==> src/rtl/pipe_pkg.sv <==
// rtl/pipe_pkg.sv - shared state encoding, per-boundary widths and control-field bit positions
package pipe_pkg;

    typedef enum logic [1:0] {
        ST_EMPTY = 2'd0,
        ST_ONE   = 2'd1,
        ST_FULL  = 2'd2
    } pipe_state_e;

    // Default field widths per stage boundary
    localparam int IFID_CTRL_W  = 1;
    localparam int IFID_DATA_W  = 64;
    localparam int IDEX_CTRL_W  = 12;
    localparam int IDEX_DATA_W  = 133;
    localparam int EXMEM_CTRL_W = 5;
    localparam int EXMEM_DATA_W = 101;
    localparam int MEMWB_CTRL_W = 3;
    localparam int MEMWB_DATA_W = 101;

    // EX/MEM-style control field layout
    localparam int CTRL_REGWRITE    = 0;
    localparam int CTRL_MEMTOREG_LO = 1;
    localparam int CTRL_MEMTOREG_HI = 2;
    localparam int CTRL_MEMREAD     = 3;
    localparam int CTRL_MEMWRITE    = 4;

endpackage

==> src/rtl/pipe_slot.sv <==
// rtl/pipe_slot.sv - one valid+ctrl+data holding register with load and clear-ctrl enables
module pipe_slot #(
    parameter int CTRL_W = 5,
    parameter int DATA_W = 101
) (
    input  logic              clk,
    input  logic              rst,
    input  logic              i_load,
    input  logic              i_clr,
    input  logic [CTRL_W-1:0] i_ctrl,
    input  logic [DATA_W-1:0] i_data,
    output logic              o_valid,
    output logic [CTRL_W-1:0] o_ctrl,
    output logic [DATA_W-1:0] o_data
);

    logic              r_valid;
    logic [CTRL_W-1:0] r_ctrl;
    logic [DATA_W-1:0] r_data;

    // Clear wins over load; data is kept on clear since it is don't-care once invalid
    always_ff @(posedge clk or negedge rst) begin
        if (!rst) begin
            r_valid <= 1'b0;
            r_ctrl  <= '0;
            r_data  <= '0;
        end else if (i_clr) begin
            r_valid <= 1'b0;
            r_ctrl  <= '0;
        end else if (i_load) begin
            r_valid <= 1'b1;
            r_ctrl  <= i_ctrl;
            r_data  <= i_data;
        end
    end

    assign o_valid = r_valid;
    assign o_ctrl  = r_ctrl;
    assign o_data  = r_data;

endmodule

==> src/rtl/pipe_stage_elastic.sv <==
// rtl/pipe_stage_elastic.sv - elastic pipeline register with 2-entry skid and flush; PIPE_STAGE_STATS_EN adds stall/bubble counters
module pipe_stage_elastic
    import pipe_pkg::*;
#(
    parameter int CTRL_W = EXMEM_CTRL_W,
    parameter int DATA_W = EXMEM_DATA_W
) (
    input  logic              clk,
    input  logic              rst,
    input  logic              flush,
    input  logic              in_valid,
    output logic              in_ready,
    input  logic [CTRL_W-1:0] in_ctrl,
    input  logic [DATA_W-1:0] in_data,
    output logic              out_valid,
    input  logic              out_ready,
    output logic [CTRL_W-1:0] out_ctrl,
`ifdef PIPE_STAGE_STATS_EN
    output logic [31:0]       stall_cnt,
    output logic [31:0]       bubble_cnt,
`endif
    output logic [DATA_W-1:0] out_data
);

    pipe_state_e       r_state;
    pipe_state_e       w_state_nxt;
    logic              w_in_fire;
    logic              w_out_fire;
    logic              w_main_load;
    logic              w_main_from_skid;
    logic              w_main_clr;
    logic              w_skid_load;
    logic              w_skid_clr;
    logic [CTRL_W-1:0] w_main_ctrl_d;
    logic [DATA_W-1:0] w_main_data_d;
    logic              w_main_valid;
    logic [CTRL_W-1:0] w_main_ctrl;
    logic [DATA_W-1:0] w_main_data;
    logic              w_skid_valid;
    logic [CTRL_W-1:0] w_skid_ctrl;
    logic [DATA_W-1:0] w_skid_data;

    // Readiness depends on registered state only, never on out_ready
    assign in_ready   = (r_state != ST_FULL);
    assign out_valid  = (r_state != ST_EMPTY);
    assign out_ctrl   = w_main_ctrl & {CTRL_W{out_valid}};
    assign out_data   = w_main_data;
    assign w_in_fire  = in_valid & in_ready;
    assign w_out_fire = out_valid & out_ready;

    always_ff @(posedge clk or negedge rst) begin
        if (!rst) begin
            r_state <= ST_EMPTY;
        end else begin
            r_state <= w_state_nxt;
        end
    end

    always_comb begin
        w_state_nxt      = r_state;
        w_main_load      = 1'b0;
        w_main_from_skid = 1'b0;
        w_main_clr       = 1'b0;
        w_skid_load      = 1'b0;
        w_skid_clr       = 1'b0;
        if (flush) begin
            w_state_nxt = ST_EMPTY;
            w_main_clr  = 1'b1;
            w_skid_clr  = 1'b1;
        end else begin
            case (r_state)
                ST_EMPTY: begin
                    if (w_in_fire) begin
                        w_state_nxt = ST_ONE;
                        w_main_load = 1'b1;
                    end
                end
                ST_ONE: begin
                    case ({w_in_fire, w_out_fire})
                        2'b11: w_main_load = 1'b1;
                        2'b10: begin
                            w_state_nxt = ST_FULL;
                            w_skid_load = 1'b1;
                        end
                        2'b01: begin
                            w_state_nxt = ST_EMPTY;
                            w_main_clr  = 1'b1;
                        end
                        default: ;
                    endcase
                end
                ST_FULL: begin
                    if (w_out_fire) begin
                        w_state_nxt      = ST_ONE;
                        w_main_load      = 1'b1;
                        w_main_from_skid = 1'b1;
                        w_skid_clr       = 1'b1;
                    end
                end
                default: w_state_nxt = ST_EMPTY;
            endcase
        end
    end

    assign w_main_ctrl_d = w_main_from_skid ? w_skid_ctrl : in_ctrl;
    assign w_main_data_d = w_main_from_skid ? w_skid_data : in_data;

    pipe_slot #(.CTRL_W(CTRL_W), .DATA_W(DATA_W)) u_main (
        .clk     (clk),
        .rst     (rst),
        .i_load  (w_main_load),
        .i_clr   (w_main_clr),
        .i_ctrl  (w_main_ctrl_d),
        .i_data  (w_main_data_d),
        .o_valid (w_main_valid),
        .o_ctrl  (w_main_ctrl),
        .o_data  (w_main_data)
    );

    pipe_slot #(.CTRL_W(CTRL_W), .DATA_W(DATA_W)) u_skid (
        .clk     (clk),
        .rst     (rst),
        .i_load  (w_skid_load),
        .i_clr   (w_skid_clr),
        .i_ctrl  (in_ctrl),
        .i_data  (in_data),
        .o_valid (w_skid_valid),
        .o_ctrl  (w_skid_ctrl),
        .o_data  (w_skid_data)
    );

    // Slot valid bits must always agree with the state encoding
    a_slot_state: assert property (@(posedge clk) disable iff (!rst)
        (w_main_valid == (r_state != ST_EMPTY)) && (w_skid_valid == (r_state == ST_FULL)));

`ifdef PIPE_STAGE_STATS_EN
    logic [31:0] r_stall_cnt;
    logic [31:0] r_bubble_cnt;

    always_ff @(posedge clk or negedge rst) begin
        if (!rst) begin
            r_stall_cnt  <= '0;
            r_bubble_cnt <= '0;
        end else begin
            if (out_valid && !out_ready) r_stall_cnt <= r_stall_cnt + 32'd1;
            if (!out_valid && out_ready) r_bubble_cnt <= r_bubble_cnt + 32'd1;
        end
    end

    assign stall_cnt  = r_stall_cnt;
    assign bubble_cnt = r_bubble_cnt;
`endif

endmodule

==> config.mk <==
export PLATFORM = sky130hd
export DESIGN_NAME = pipe_stage_elastic
export DESIGN_NICKNAME = d
export VERILOG_FILES = /design/src/rtl/pipe_pkg.sv /design/src/rtl/pipe_slot.sv /design/src/rtl/pipe_stage_elastic.sv
export SDC_FILE = /design/constraint.sdc
export NUM_CORES = 1
export LEC_CHECK = 0
export CORE_MARGIN = 3
export CORE_UTILIZATION = 52
export DETAILED_ROUTE_END_ITERATION = 10
export PLACE_DENSITY = 0.89
export SLEW_MARGIN = 5
export SYNTH_ARGS = -nofsm -noshare
export SYNTH_HDL_FRONTEND = slang
export SYNTH_HIERARCHICAL = 1
export SYNTH_SLANG_ARGS = --single-unit
==> constraint.sdc <==
create_clock -name clk -period 2.4 [get_ports clk]
set_input_delay 0.48 -clock clk [delete_from_list [all_inputs] [get_ports clk]]
set_output_delay 0.48 -clock clk [all_outputs]
set_load 0.03 [all_outputs]
[Word-level counts from Yosys, hierarchy flattened]
Index checks and enable logic that the tools add are counted.
Cells by class
  mux-type cells: 25
  eq/ne operators: 9
  bitwise operators: 5
  reductions and logical operators: 7
Operators by type and width (number)
  2-to-1 mux 101 bit: 1
  2-to-1 mux 5 bit: 5
  2-to-1 mux 1 bit: 13
  == test 2 bit, second input constant: 3
  2-to-1 mux 2 bit: 3
  inequality test 3 bit, second input constant: 2
  case mux 2 bit (3 select lines): 1
  nonzero test 2 bit: 3
  bitwise AND 5 bit: 1
  == test 2 x 1 -> 1 bit, second input constant: 2
  inequality test 4 x 3 -> 1 bit, second input constant: 1
  case mux 2 bit (2 select lines): 1
  AND reduction 2 bit: 2
  case mux 1 bit (3 select lines): 1
  AND reduction 3 bit: 1
  bitwise AND 1 bit: 2
  logical NOT 2 bit: 1
  inequality test 2 bit, second input constant: 1
  NOT 1 bit: 2
Storage, ports and cells
  input port bits: 111
  logic and storage cells: 51
  bits in registers: 214
  output and inout port bits: 108

[Longest topological paths before layout]
Gate-level depths: netlist of the first run.
  depth after elaboration: 8
  mapped depth: 8
  depth with buffers taken out: 5

[Hierarchy]
The synthesis of the first run kept the hierarchy.
Modules (own cells, without submodules)
  pipe_slot: area an instance 4461.8 um2, instances 2, cells an instance 233, sequential area each 2677.6 um2
  pipe_stage_elastic: area an instance 1706.6 um2, instances 1, cells an instance 144, sequential area each 50.0 um2

[Worst setup path after synthesis of the first run]
No wires, ideal clock.
  kind: input-to-reg
  start: input port in_valid
  end: register u_main.r_data[10] (netlist: u_main/o_data[10])
  cell stages on the path: 8
  slack: 0.444 ns
  path buffers: 3
  required time: 2.275 ns
  arrival time: 1.831 ns
  setup time: 0.125 ns
  cells stage by stage: inv_1 -> o31a_1 -> a21oi_1 -> buf_6 -> nor2b_4 -> buf_12 -> buf_12 -> mux2_4
Between the ends
  elaborated cells between the ends (all ways): 12
RTL lines
  from (decl): RTL line pipe_stage_elastic.sv:11  | input logic in_valid,
  bitwise AND 1 bit (*): RTL line pipe_stage_elastic.sv:48  | assign w_in_fire = in_valid & in_ready;
  == test 2 bit: RTL line pipe_stage_elastic.sv:79  | case ({w_in_fire, w_out_fire})
  2-to-1 mux 1 bit: RTL line pipe_stage_elastic.sv:79
  case mux 1 bit (3 select lines) (*): RTL line pipe_stage_elastic.sv:71  | case (r_state)
  2-to-1 mux 1 bit (*): RTL line pipe_stage_elastic.sv:66  | if (flush) begin
  net w_main_load: RTL line pipe_stage_elastic.sv:29  | logic w_main_load;
  AND reduction 2 bit (no line) (*)
  to (signal assigned): RTL line pipe_slot.sv:33  | r_data <= i_data;
  to (decl): RTL line pipe_slot.sv:19  | logic [DATA_W-1:0] r_data;
The timed path passes the listed nets; every way through them passes the cells marked *.
A chain may end at the register's enable or synchronous reset.

[Worst setup path in the final report of the first run]
  start: register r_state[1]
  end: register u_skid.r_data[76] (netlist: u_skid/o_data[76])
Between the ends
  longest elaborated chain between the ends: 7
  elaborated cells between the ends (all ways): 15
RTL lines
  from (decl): RTL line pipe_stage_elastic.sv:25  | pipe_state_e r_state;
  from (signal assigned): RTL line pipe_stage_elastic.sv:55  | r_state <= w_state_nxt;
  inequality test 2 bit / nonzero test 2 bit (equally long branches): RTL line pipe_stage_elastic.sv:44, pipe_stage_elastic.sv:45
  bitwise AND 1 bit (on tied branches): RTL line pipe_stage_elastic.sv:48, pipe_stage_elastic.sv:49
  == test 2 bit: RTL line pipe_stage_elastic.sv:79
  2-to-1 mux 1 bit: RTL line pipe_stage_elastic.sv:79
  2-to-1 mux 1 bit (*): RTL line pipe_stage_elastic.sv:71
  2-to-1 mux 1 bit (*): RTL line pipe_stage_elastic.sv:66
  net w_skid_load: RTL line pipe_stage_elastic.sv:32  | logic w_skid_load;
  AND reduction 2 bit (no line) (*)
  to (signal assigned): RTL line pipe_slot.sv:33
  to (decl): RTL line pipe_slot.sv:19
Marks and branches as above.

==> run_results.csv, run 1 <==
group,metric,value,unit
final_layout,antenna_cells,0,
critical_path,worstPathRequired,2.78,ns
grt,antenna_found_initial,0,
routing,dr.first_iter.drc_count,201,
placement,portBuffers,218,
critical_path,end_kind,"flop",
final_layout,fin_cells,1134,
min_path,hp-class,"flop to flop",
grt,grt_pass1_wl,37300,um
synth,syn_avg_cell_area,17.5,um2
clock_network,cts_sinks,214,
timing,min_period,2.29,ns
routing,drtPass1Iterations,4,
critical_path,critPathLaunchType,"flop",
grt,grt_overflow,0,
clock_network,clock_latency,0.51,ns
die,initial_utilization,53.6,%
grt,grt_start_max_net_pins,64,
critical_path,cpPeakStageDelay,0.49,ns
grt,grt_pass1_vias,6714,
critical_path,critPathKind,"flop to flop",
timing,skew,0.0239,ns
routing,wl_per_cell,20.6,um
critical_path,crit_fanout,13,
synth,yosysWarnings,6,
timing,slew_violations,0,
pwr,leakage,0.00619,uW
timing,slew_headroom,64.6,%
status,status,"finished clean",
routing,wl,23400,um
die,design.core.area,0.0197,mm2
die,die_area,0.0221,mm2
synth,syn-num-nets,715,
die,chipHeight,149,um
routing,viasPerCell,5.21,
die,num_rows,51,
placement,hpwlAfterDp,15500,um
synth,synthCells,604,
pwr,powerDensity,912,mW/mm2
critical_path,cpMaxStageDelayCell,"dfrtp_1",
clock_network,tritoncts,"built",
final_layout,nets,963,
grt,grt.total_usage,21.1,%
clock_network,clk_pin_slew,0.06,ns
clock_network,cts_max_level,1,
timing,setup_viol_count_final,0,
clock_network,clockBufferDepth,3,
placement,place_area,0.0131,mm2
clock_network,postCtsSetupRepairBufs,0,
critical_path,crit_arrival,2.67,ns
die,die_width,149,um
placement,place_inst,1091,
timing,hold_viol_final,0,
critical_path,crit_buf_inv,2,
critical_path,cp_common_cell,"buf_12",
timing,tns,0,ns
timing,worst_pin_slew,0.531,ns
pwr,ir_drop,0.620,mV
critical_path,critPathTopFamily,"simple AND/OR/NAND/NOR gates",
job,maxCapViolCount,0,
timing,max_freq,437,MHz
routing,ant_nets,0,
timing,post-route-period-util,95.4,%
final_layout,drive_above_1_share,45.1,%
clock_network,cts_buffers,23,
routing,drc,0,
timing,grt_setup_unrepaired,"false",
synth,netlist_area,0.0106,mm2
critical_path,crit_chain,"and2b_1 -> nand2_1 -> nor3_1 -> nor2b_4 -> buf_12 -> buf_12 -> mux2_4",
die,pin_count,219,
final_layout,syn2layout_area_growth,31.5,%
clock_network,clock-root-buffer,"clkbuf_16",
routing,num_vias,5904,
placement,gp_congestion,0.796,
final_layout,fill_cells,1236,
final_layout,design_area,0.0139,mm2
==> flip-flops by register name, summed over array words and instances, names as in the netlist <==
name           flops
u_main/o_ctrl      5
u_main/o_data    101
u_skid/o_data    101
r_state            2
u_skid/o_ctrl      5
==> cells in the final DEF (no fill, tap or decap), types with 2 or more instances in the layout <==
cell               n
nand2b_1           2
nor2b_4            2
dlymetal6s2s_1     2
buf_4             19
inv_1              3
clkbuf_1           4
mux2i_1           10
dlygate4sd2_1      5
mux2_4           220
dfrtp_1          214
nor2b_1            5
buf_12            21
nand2_1            2
bufinv_16          4
clkbuf_16         23
clkinv_2           3
clkdlybuf4s50_1  210
clkbuf_8           7
mux2_2            88
nor2_1            11
==> worst register-to-register path, stage by stage (launching register included) <==
cell	delay [ns]
dfrtp_1	0.49
and2b_1	0.27
nand2_1	0.08
nor3_1	0.36
nor2b_4	0.29
buf_12	0.18
buf_12	0.17
mux2_4	0.32
==> layer usage <==
| metal | vias to the layer above | wire length [um] | track usage (%) | share of wire, % |
|---|---|---|---|---|
| met5 | - | 0 | 0 | 0 |
| met4 | 0 | 388 | 4.53 | 1.7 |
| met3 | 31 | 1330 | 3.93 | 5.7 |
| met2 | 204 | 11500 | 35.2 | 49 |
| met1 | 3022 | 10200 | 29.1 | 44 |
| li1 | 2647 | - | - | - |
==> final cells by class <==
cell class | count | area (um2) | area share, %
Sequential cell | 214 | 5360 | 38.5
Multi-Input combinational cell | 351 | 4620 | 33.2
Timing Repair Buffer | 259 | 2760 | 19.8
Clock buffer | 33 | 673 | 4.84
Tap cell | 265 | 332 | 2.39
Clock inverter | 9 | 151 | 1.09
Inverter | 3 | 11.3 | 0.0810
==> final timing paths <==
kind	start	to	slack [ns]	depth (start not counted)
worst min-delay path	u_skid/o_data[5]	u_skid/o_data[5]	0.50	1
max in group asynchronous	rst	u_skid/o_data[88]	1.18	3
worst max-delay path	r_state[1]	u_skid/o_data[76]	0.11	7
worst min register to register	u_skid/o_data[5]	u_skid/o_data[5]	0.50	1
min in group asynchronous	rst	u_main/o_data[36]	0.54	2
worst max register to register	r_state[1]	u_skid/o_data[76]	0.11	7
==> power by group <==
group	leakage, uW	total, uW	switching (uW)	internal, uW
clock	0.000404	3820	1440	2380
combinational	0.00314	3790	1650	2140
sequential	0.00265	5050	577	4480
==> metrics by stage <==
step | setup slack [ns] | utilization [%] | hold slack (ns) | total power, uW
after global placement | -0.136 | 66.2 | 0.484 | 8730
after CTS | 0.0193 | 70.4 | 0.510 | 12800
final | 0.110 | 70.5 | 0.503 | 12700
after global routing | 0.0550 | 70.5 | 0.520 | 13200
after floorplan | 0.449 | - | 0.184 | 7280
after detailed placement | -0.212 | 66.2 | 0.488 | 8850
==> timing repair <==
action | in CTS | in global routing
endpoints found under the hold margin | 58 | 0
hold buffers | 1 | 0
cloned | 0 | 0
resized for setup | 6 | 2
endpoints found under the setup margin | 6 | 2
(Power assumes the default switching activity.)
==> inputs of run 2 (changes only) <==
--- a/config.mk
+++ b/config.mk
@@ -5,9 +5,11 @@
 export SDC_FILE = /design/constraint.sdc
 export NUM_CORES = 1
 export LEC_CHECK = 0
+export ABC_AREA = 1
 export CORE_MARGIN = 3
 export CORE_UTILIZATION = 52
 export DETAILED_ROUTE_END_ITERATION = 10
+export HOLD_SLACK_MARGIN = 0.1
 export PLACE_DENSITY = 0.89
 export SLEW_MARGIN = 5
 export SYNTH_ARGS = -nofsm -noshare
==> constraint.sdc (replaced) <==
create_clock -name clk -period 2.2 [get_ports clk]
set_input_delay 0.44 -clock clk [delete_from_list [all_inputs] [get_ports clk]]
set_output_delay 0.44 -clock clk [all_outputs]
set_load 0.03 [all_outputs]
==> run_results.csv, run 2 <==
group,metric,value,unit
placement,place_inst,1736,
critical_path,critPathKind,"flop to output pin",
timing,hold_viol_final,0,
die,design.core.area,0.0197,mm2
clock_network,clockBufferDepth,3,
timing,setup_viol_count_final,0,
final_layout,fin_cells,1777,
grt,grt_start_max_net_pins,66,
clock_network,tritoncts,"built",
pwr,leakage,0.00706,uW
critical_path,crit_fanout,7,
final_layout,drive_above_1_share,10.6,%
grt,antenna_found_initial,0,
critical_path,critPathLaunchType,"flop",
final_layout,seqCellArea,0.00536,mm2
final_layout,finish.utilization,69.7,%
critical_path,end_kind,"output pin",
routing,viasPerCell,5.36,
timing,slew_headroom,65.2,%
synth,yosysWarnings,6,
critical_path,worstPathRequired,1.76,ns
clock_network,cts_max_level,1,
routing,num_vias,9516,
final_layout,layout.cells.most_common_list,"nand2_1, nand3_1, dfrtp_1, clkdlybuf4s50_1, inv_1",
placement,portBuffers,218,
placement,hpwlAfterDp,18400,um
final_layout,nets,1608,
grt,use_met1,32.5,%
grt,use_met3,4.08,%
placement,gp_congestion,0.807,
timing,skew,0.00540,ns
pwr,ir_drop,0.607,mV
grt,busiest_layer,"met2",
grt,grt_pass1_vias,9385,
final_layout,syn2layout_area_growth,30.1,%
routing,wl_per_cell,15.8,um
min_path,hp-class,"flop to flop",
final_layout,multi_input_area,0.00406,mm2
die,initial_utilization,53.5,%
grt,met2_usage,43.3,%
synth,syn_avg_cell_area,8.05,um2
die,die_area,0.0220,mm2
grt,grt_pass1_wl,45900,um
die,die_width,148,um
timing,max_freq,461,MHz
routing,drtPass1Iterations,8,
timing,post-route-period-util,98.5,%
synth,synthCells,1307,
job,maxCapViolCount,0,
final_layout,antenna_cells,0,
routing,wl,28000,um
final_layout,fill_cells,1487,
timing,grt_setup_unrepaired,"false",
timing,worst_pin_slew,0.522,ns
clock_network,cts_buffers,23,
routing,drc,0,
timing,slew_violations,0,
timing,min_period,2.17,ns
critical_path,crit_arrival,1.73,ns
final_layout,final_common_cell,"nand2_1",
routing,ant_nets,0,
clock_network,clock-root-buffer,"clkbuf_16",
die,pin_count,219,
routing,dr.first_iter.drc_count,712,
timing,whs,0.468,ns
clock_network,clk_pin_slew,0.06,ns
clock_network,cts_sinks,214,
die,chipHeight,148,um
timing,tns,0,ns
synth,syn-num-nets,1418,
pwr,powerDensity,1140,mW/mm2
grt,grt.total_usage,25.2,%
status,status,"finished clean",
die,num_rows,51,
grt,grt_overflow,0,
clock_network,clock_latency,0.50,ns
synth,netlist_area,0.0105,mm2
-- run 2: cell count changes in the layout (fill, tap and decap cells not counted), sizes merged, moves of 3 or more --
cell         before  now
nand2             2  541
clkinv            3    6
mux2i            10    0
nand3             1  216
o21ai             0  111
nor2b             7    0
dlygate4sd2       5    2
inv               4  118
mux2            308    0
buf              40   37
-- run 2: worst max-delay path: stages, from the launching register on --
cell and delay, ns:
dfrtp_1 0.45, nor2_1 0.09, buf_4 0.17, nor2_1 0.13, clkdlybuf4s15_1 0.39
-- run 2: metrics by stage --
stage / instance area, um2 / setup WS (ns) / total power (uW)
detailed placement: 12900 / -0.147 / 11700
global placement: 12900 / -0.0384 / 11400
floorplan: 10500 / 0.401 / 9380
CTS: 13700 / 0.00300 / 15600
finish: 13700 / 0.0322 / 15600
global route: 13700 / 0.00721 / 16500
-- run 2: routing by layer --
| layer | up-vias | routed length, um |
|---|---|---|
| met5 | - | 0 |
| met4 | 0 | 835 |
| met3 | 74 | 2370 |
| met2 | 481 | 13900 |
| met1 | 4484 | 10900 |
| li1 | 4477 | - |
-- run 2: final cells by class --
cell class | count | share of cell area (%)
tap | 265 | 2.42
timing repair buffer | 256 | 19.8
sequential | 214 | 39.1
multi-input combinational | 882 | 29.7
clock inverter | 9 | 0.923
inverter | 120 | 3.40
clock buffer | 31 | 4.64
-- run 2: worst paths after layout --
check | slack, ns | endpoint | cells after the start | from
worst min register to register | 0.47 | u_main/o_data[96] | 2 | u_main/o_data[96]
worst max register to register | 0.24 | u_main/o_data[2] | 10 | r_state[0]
worst max-delay path | 0.03 | out_ctrl[3] | 4 | r_state[0]
max in group asynchronous | 1.05 | u_main/o_data[74] | 3 | rst
worst min-delay path | 0.47 | u_main/o_data[96] | 2 | u_main/o_data[96]
min in group asynchronous | 0.49 | u_main/o_data[87] | 2 | rst
-- run 2: timing repair --
action | CTS | global route
gates resized for setup | 7 | 10
gates cloned | 0 | 0
setup endpoints to repair | 7 | 6
hold buffers | 1 | 0
buffers inserted | 0 | 0
endpoints found under the hold margin | 52 | 0
-- run 2: power breakdown --
group	leakage [uW]	total [uW]	internal, uW	switching [uW]
logic	0.00398	5320	2070	3250
registers	0.00271	6320	5440	882
clock network	0.000373	3920	2370	1540
